**src/rtl/vpu_bus_arbiter.sv**
```systemverilog
// Purpose: shares the single system memory port between the CPU and the VPU DMA engine (hold/bus_ready handshake).
// Latency: grant takes effect one edge after hold is seen with cooldown expired; read data follows the address by one cycle.
// Backpressure: DMA stalls the CPU via cpu_en; after each burst the CPU keeps the bus for at least MIN_CPU_CYCLES.
module vpu_bus_arbiter #(
    parameter int MIN_CPU_CYCLES = 2,
    parameter int CD_W           = 4
) (
    input  logic        clk,
    input  logic        rst,
    input  logic [15:0] cpu_addr,
    input  logic [7:0]  cpu_do,
    input  logic        cpu_rw,
    input  logic        cpu_vma,
    output logic [7:0]  cpu_di,
    output logic        cpu_en,
    input  logic        dma_hold,
    input  logic        dma_cs,
    input  logic [15:0] dma_addr,
    output logic        dma_ready,
    output logic [7:0]  dma_data,
    output logic [15:0] mem_addr,
    output logic [7:0]  mem_do,
    output logic        mem_we,
    output logic        mem_cs,
    input  logic [7:0]  mem_di,
    input  logic        stall_clr,
    output logic [15:0] stall_cycles
);

    typedef enum logic [1:0] {
        ST_CPU   = 2'd0,
        ST_GRANT = 2'd1,
        ST_DMA   = 2'd2
    } state_t;

    localparam logic [CD_W-1:0] CD_INIT = CD_W'(MIN_CPU_CYCLES);

    state_t          state_q, state_d;
    logic [CD_W-1:0] cd_q, cd_d;
    logic            ready_q, ready_d;
    logic [15:0]     stall_q, stall_d;
    logic            owner_dma;

    // Ownership is a pure function of the registered state, so the muxes never glitch on input timing.
    assign owner_dma = (state_q != ST_CPU);
    assign cpu_en    = ~owner_dma;
    assign dma_ready = ready_q;

    // State, cooldown, ready flag and stall counter registers.
    always_ff @(posedge clk) begin
        if (rst) begin
            state_q <= ST_CPU;
            cd_q    <= CD_INIT;
            ready_q <= 1'b0;
            stall_q <= 16'd0;
        end else begin
            state_q <= state_d;
            cd_q    <= cd_d;
            ready_q <= ready_d;
            stall_q <= stall_d;
        end
    end

    // Next-state logic: hold is level-sensitive, so a request raised during cooldown simply waits for it to expire.
    always_comb begin
        state_d = state_q;
        cd_d    = cd_q;
        ready_d = 1'b0;
        case (state_q)
            ST_CPU: begin
                if (cd_q != '0) begin
                    cd_d = cd_q - CD_W'(1);
                end
                if (dma_hold && (cd_q == '0)) begin
                    state_d = ST_GRANT;
                end else begin
                    ready_d = (cd_d == '0);
                end
            end
            ST_GRANT: begin
                state_d = ST_DMA;
            end
            ST_DMA: begin
                if (!dma_hold) begin
                    state_d = ST_CPU;
                    cd_d    = CD_INIT;
                end
            end
            default: begin
                state_d = ST_CPU;
                cd_d    = CD_INIT;
            end
        endcase
    end

    // Stall counter: clear wins over increment, increment saturates at all-ones.
    always_comb begin
        stall_d = stall_q;
        if (stall_clr) begin
            stall_d = 16'd0;
        end else if (!cpu_en && (stall_q != 16'hFFFF)) begin
            stall_d = stall_q + 16'd1;
        end
    end

    assign stall_cycles = stall_q;

    // Memory port mux; DMA only ever reads, and a write is suppressed while reset is asserted.
    always_comb begin
        mem_addr = cpu_addr;
        mem_cs   = cpu_vma;
        mem_we   = cpu_vma & ~cpu_rw & cpu_en & ~rst;
        if (owner_dma) begin
            mem_addr = dma_addr;
            mem_cs   = dma_cs;
            mem_we   = 1'b0;
        end
    end

    assign mem_do   = cpu_do;
    assign cpu_di   = mem_di;
    assign dma_data = mem_di;

endmodule

```
**config.mk**
```make
export PLATFORM = sky130hd
export DESIGN_NAME = vpu_bus_arbiter
export DESIGN_NICKNAME = d
export VERILOG_FILES = /design/src/rtl/vpu_bus_arbiter.sv
export SDC_FILE = /design/constraint.sdc
export NUM_CORES = 1
export LEC_CHECK = 0
export CAP_MARGIN = 10
export CORE_ASPECT_RATIO = 1.2
export CORE_UTILIZATION = 25
export DETAILED_ROUTE_END_ITERATION = 7
export HOLD_SLACK_MARGIN = 0.1
export PLACE_DENSITY_LB_ADDON = 0.3
export SYNTH_ARGS = -nofsm -noshare
export SYNTH_HDL_FRONTEND = slang
export SYNTH_SLANG_ARGS = --single-unit
```
**constraint.sdc**
```tcl
create_clock -name clk -period 4.1 [get_ports clk]
set_input_delay 0.82 -clock clk [delete_from_list [all_inputs] [get_ports clk]]
set_output_delay 0.82 -clock clk [all_outputs]
set_load 0.05 [all_outputs]
```
# Word-level counts from Yosys, hierarchy flattened
# Cells that the tools add are included.
[totals] latch_bits=0 regBits=23 n_memories=0 romBits=0 input_bits=55 mem_bits_rw=0 out_inout_bits=60 wordCells=40
[op_classes] shift=0 muxes=10 eq_ne=5 order_cmp=0 bitwise_logic=8 n_mul=0 div=0 n_reduce_logical=11 n_addsub=2
[ops] operator="adder 16 x 1 -> 16 bit, second input constant" count=1
[ops] operator="2-to-1 mux 16 bit" count=1
[ops] operator="inequality test 16 bit, second input constant" count=1
[ops] operator="2-to-1 mux 4 bit" count=3
[ops] operator="case mux 4 bit (3 select lines)" count=1
[ops] operator="zero test 4 bit" count=2
[ops] operator="case mux 2 bit (3 select lines)" count=1
[ops] operator="NOT 1 bit" count=5
[ops] operator="2-to-1 mux 2 bit" count=2
[ops] operator="inequality test 2 bit, second input constant" count=2
[ops] operator="AND reduction 2 bit" count=2
[ops] operator="nonzero test 4 bit" count=1
[ops] operator="subtractor 4 x 1 -> 4 bit, second input constant" count=1
[ops] operator="AND 1 bit" count=3
[ops] operator="OR reduction 3 bit" count=1
[ops] operator="== test 2 x 1 -> 1 bit, second input constant" count=1
[ops] operator="== test 2 bit, second input constant" count=1
[ops] operator="logical AND 1 bit" count=2
[ops] operator="zero test 2 bit" count=1
[ops] operator="2-to-1 mux 1 bit" count=2
[ops] operator="nonzero test 2 bit" count=1
[ops] operator="OR reduction 2 bit" count=1

# Longest topological paths before layout
[logic_depth] ltp_word=5 ltp_mapped=6 ltp_nobuf=6

# Worst setup path after synthesis
# OpenSTA, ideal clock, no wires.
[synth_path] kind="input -> output" from="input port rst" to="output port mem_we" arrival_time_ns=2.439 path_buffers=1 cell_stages=3 slack_ns=0.841 required_ns=3.280 path_cell_list="or3_1 > clkbuf_1 > nor3b_1"
[synth_between] elab_chain_cells=3
[synth_rtl] item="from (decl)" line_no="9" source="input logic rst,"
[synth_rtl] item="NOT 1 bit" line_no="112" source="mem_we = cpu_vma & ~cpu_rw & cpu_en & ~rst;"
[synth_rtl] item="AND 1 bit" line_no="112"
[synth_rtl] item="2-to-1 mux 1 bit" line_no="113" source="if (owner_dma) begin"
[synth_rtl] item="to (decl)" line_no="23" source="output logic mem_we,"
# Every way passes these cells.

# Final worst setup path
# Same ends and word-level chain as after synthesis.

==> summary.md <==
| Metric | Value |
|---|---|
| Outcome | finished, final reports clean |
| FP Rows | 31 |
| Met3 GRT Util | 2.85% |
| Wire per inst | 11.4 um |
| Die H | 88.4 um |
| Most common cell after layout, fill and taps aside | clkdlybuf4s50_1 |
| Min Clock Period, post-route | 3.59 ns |
| Port bufs | 74 |
| Initial antenna violation count | 0 |
| Core area | 6010 um2 |
| PwrDens | 366 nW/um2 |
| Final setup violating endpoints | 0 |
| HPWL Detailed | 2920 um |
| Number of flops mapped to enable cells by yosys | 0 |
| Net Count, Synth | 276 |
| GRT busiest layer | met2 |
| Most frequent cells in the layout | 74 x clkdlybuf4s50_1, 62 x nand2_1, 23 x dfxtp_1 |
| Leak | 0.798 nW |
| CTS buffer count | 3 |
| Global route overflow | 0 |
| Mapped Area | 1550 um2 |
| Met2 Use GR | 21.5% |
| Critical path launch point type | input port |
| Clock sinks | 23 |
| CP Cell Sequence | clkdlybuf4s50_1 -> or3_1 -> nor3b_1 -> clkdlybuf4s50_1 |
| Starting density of the core | 25.8% |
| DRC | 0 |
| Number of global-route vias before repair | 1440 |
| Relative slew slack | 66.1% |
| Largest net degree at the start of global routing | 32 |
| Met1 Track Usage GR | 14.8% |
| Async S/R FF share, synth | 0% |
| Main flop type after synthesis | dfxtp_1 |
| Min-Delay Path Class | reg -> reg |
| Mean number of vias per cell | 4.73 |
| Layout cells sized above 1 | 4.15% |
| CP bufs+invs | 2 |
| Worst-Skew Late Latency | 0.27 ns |
| Ant. Diodes | 0 |
| Worst-Margin Slew | 0.507 ns |
| Die Width | 74.0 um |
| Maximum fanout along the worst path | 7 |
| Clk_skew | 0.00475 ns |
| Critical setup path kind | in -> out |
| CTS tree | yes |
| Post-CTS setup repair buffer count | 0 |
| Synth Register Bits | 23 |
| Die area | 6540 um2 |
| Detail Route Antenna Nets | 0 |
| First-pass GRT wire length | 6430 um |
| Sequential area share after synthesis | 29.6% |
| Io pins | 115 |
| Via Count | 1642 |
| Detailed Routing Iterations Pass 1 | 5 |
| Final-stage net count | 323 |
| Worst-case clock buffer depth | 2 |
| # H-tree levels | 1 |
| Avg Cell Area, Syn | 7.10 um2 |
| Total track usage | 12.6% |
| Critical Path End Type | primary output |
| Final period util | 87.7% |
| Most numerous cell on the critical path | clkdlybuf4s50_1 |
| Max Slew Vio Count | 0 |
| Fmax | 278 MHz |
| RD Place Congestion | 0.732 |
| Final WL | 3970 um |
| Final hold vios | 0 |
| Synth-to-Final Area Change | 43.3% |
| Worst EP arrival | 2.77 ns |
| Final instance area | 2230 um2 |
| Critical path data required time | 3.28 ns |
| Post-cts sizing count | 0 |
| Setup TNS | 0 ns |
| Worst stage delay on the critical path | 0.83 ns |
| Post-synthesis cell count | 219 |
| Hold-fix buffers at CTS | 0 |
| Dpl cell area | 2170 um2 |
| RSZ-0062 raised after global routing | no |
| Clock transition at path regs | 0.08 ns |
| Number of max-cap violations | 0 |
| Syn. warnings | 0 |
| VDD IR max | 0.166 mV |
| Post-synth cell types | 37 |
| Delay-heaviest family, CP | buffers and inverters |
| 1st-iter DRT viols | 62 |
| Crit-path slowest cell | clkdlybuf4s50_1 |
| Root Driver | clkbuf_8 |
layout make-up:
type	instances	area [um2]
clock buffers	4	45.0
fillers	640	3780
inverters	5	18.8
multi-input cells	158	852
flip-flops and latches	23	460
well taps	82	103
repair buffers	75	748
power breakdown:
part | leakage (nW) | switching, W | internal, W | total (W)
registers | 0.186 | 0.0000164 | 0.000244 | 0.000260
clock network | 0.0228 | 0.0000753 | 0.0000695 | 0.000145
logic | 0.589 | 0.000259 | 0.000150 | 0.000409
total | 0.798 | 0.000351 | 0.000464 | 0.000814
sequential cells by signal, indices dropped and copies added (netlist names):
register,count
dma_ready,1
state_q,2
stall_cycles,16
cd_q,4
metal layers:
layer | up-vias | routed length [um]
met5 | - | 0
met4 | 0 | 58
met3 | 9 | 283
met2 | 64 | 1980
met1 | 734 | 1650
li1 | 835 | -
worst register-to-register path, cell delays in order, from the launching register on:
cell	delay (ns)
dfxtp_1	0.36
or2_2	0.40
inv_2	0.33
or4_4	0.66
or3_1	0.36
a21oi_1	0.13
per-stage QoR:
| step | utilization (%) | hold slack, ns | instances | total power [W] | worst slack, ns |
|---|---|---|---|---|---|
| 2_1_floorplan | - | 0.447 | 219 | 0.000598 | 0.841 |
| 3_3_place_gp | 36.2 | 0.483 | 342 | 0.000673 | 0.502 |
| 4_1_cts | 36.9 | 0.496 | 346 | 0.000825 | 0.507 |
| 5_1_grt | 37.0 | 0.520 | 347 | 0.000864 | 0.471 |
| 3_5_place_dp | 36.2 | 0.485 | 342 | 0.000678 | 0.524 |
| 6_report | 37.0 | 0.500 | 347 | 0.000814 | 0.506 |
cells by family after synthesis:
| logic type | synth area share, % |
|---|---|
| AND/OR/NAND/NOR | 38.2 |
| buffers and inverters | 15.5 |
| adder cells (fa/ha/maj) | 1.61 |
| multiplexers | 1.29 |
| AO/OA/AOI/OAI | 13.8 |
| flip-flops | 29.6 |
cell usage after synthesis (3+ instances only):
| library cell | count | area, um2 |
|---|---|---|
| a21oi_1 | 12 | 60.1 |
| or3_1 | 12 | 75.1 |
| or4_1 | 8 | 60.1 |
| clkbuf_1 | 6 | 22.5 |
| buf_4 | 24 | 180 |
| dfxtp_1 | 23 | 460 |
| nand2b_1 | 3 | 18.8 |
| nand4_1 | 4 | 25.0 |
| o211ai_1 | 3 | 22.5 |
| nand3_1 | 5 | 25.0 |
| nor3_1 | 4 | 20.0 |
| nand2_1 | 62 | 233 |
| nor4_1 | 3 | 18.8 |
| inv_1 | 4 | 15.0 |
| o21ai_0 | 12 | 60.1 |
| nor2_1 | 6 | 22.5 |
path summary, 6_finish.rpt:
check	slack [ns]	to	cells after the start	startpoint
setup / recovery	0.51	mem_we	4	rst
setup reg to reg	1.81	stall_cycles[11]$_SDFFE_PP0P_	5	state_q[0]$_SDFFE_PP0P_
hold reg to reg	0.50	stall_cycles[14]$_SDFFE_PP0P_	2	stall_cycles[14]$_SDFFE_PP0P_
hold / removal	0.50	stall_cycles[14]$_SDFFE_PP0P_	2	stall_cycles[14]$_SDFFE_PP0P_
Power figures use the tool's default switching activity.
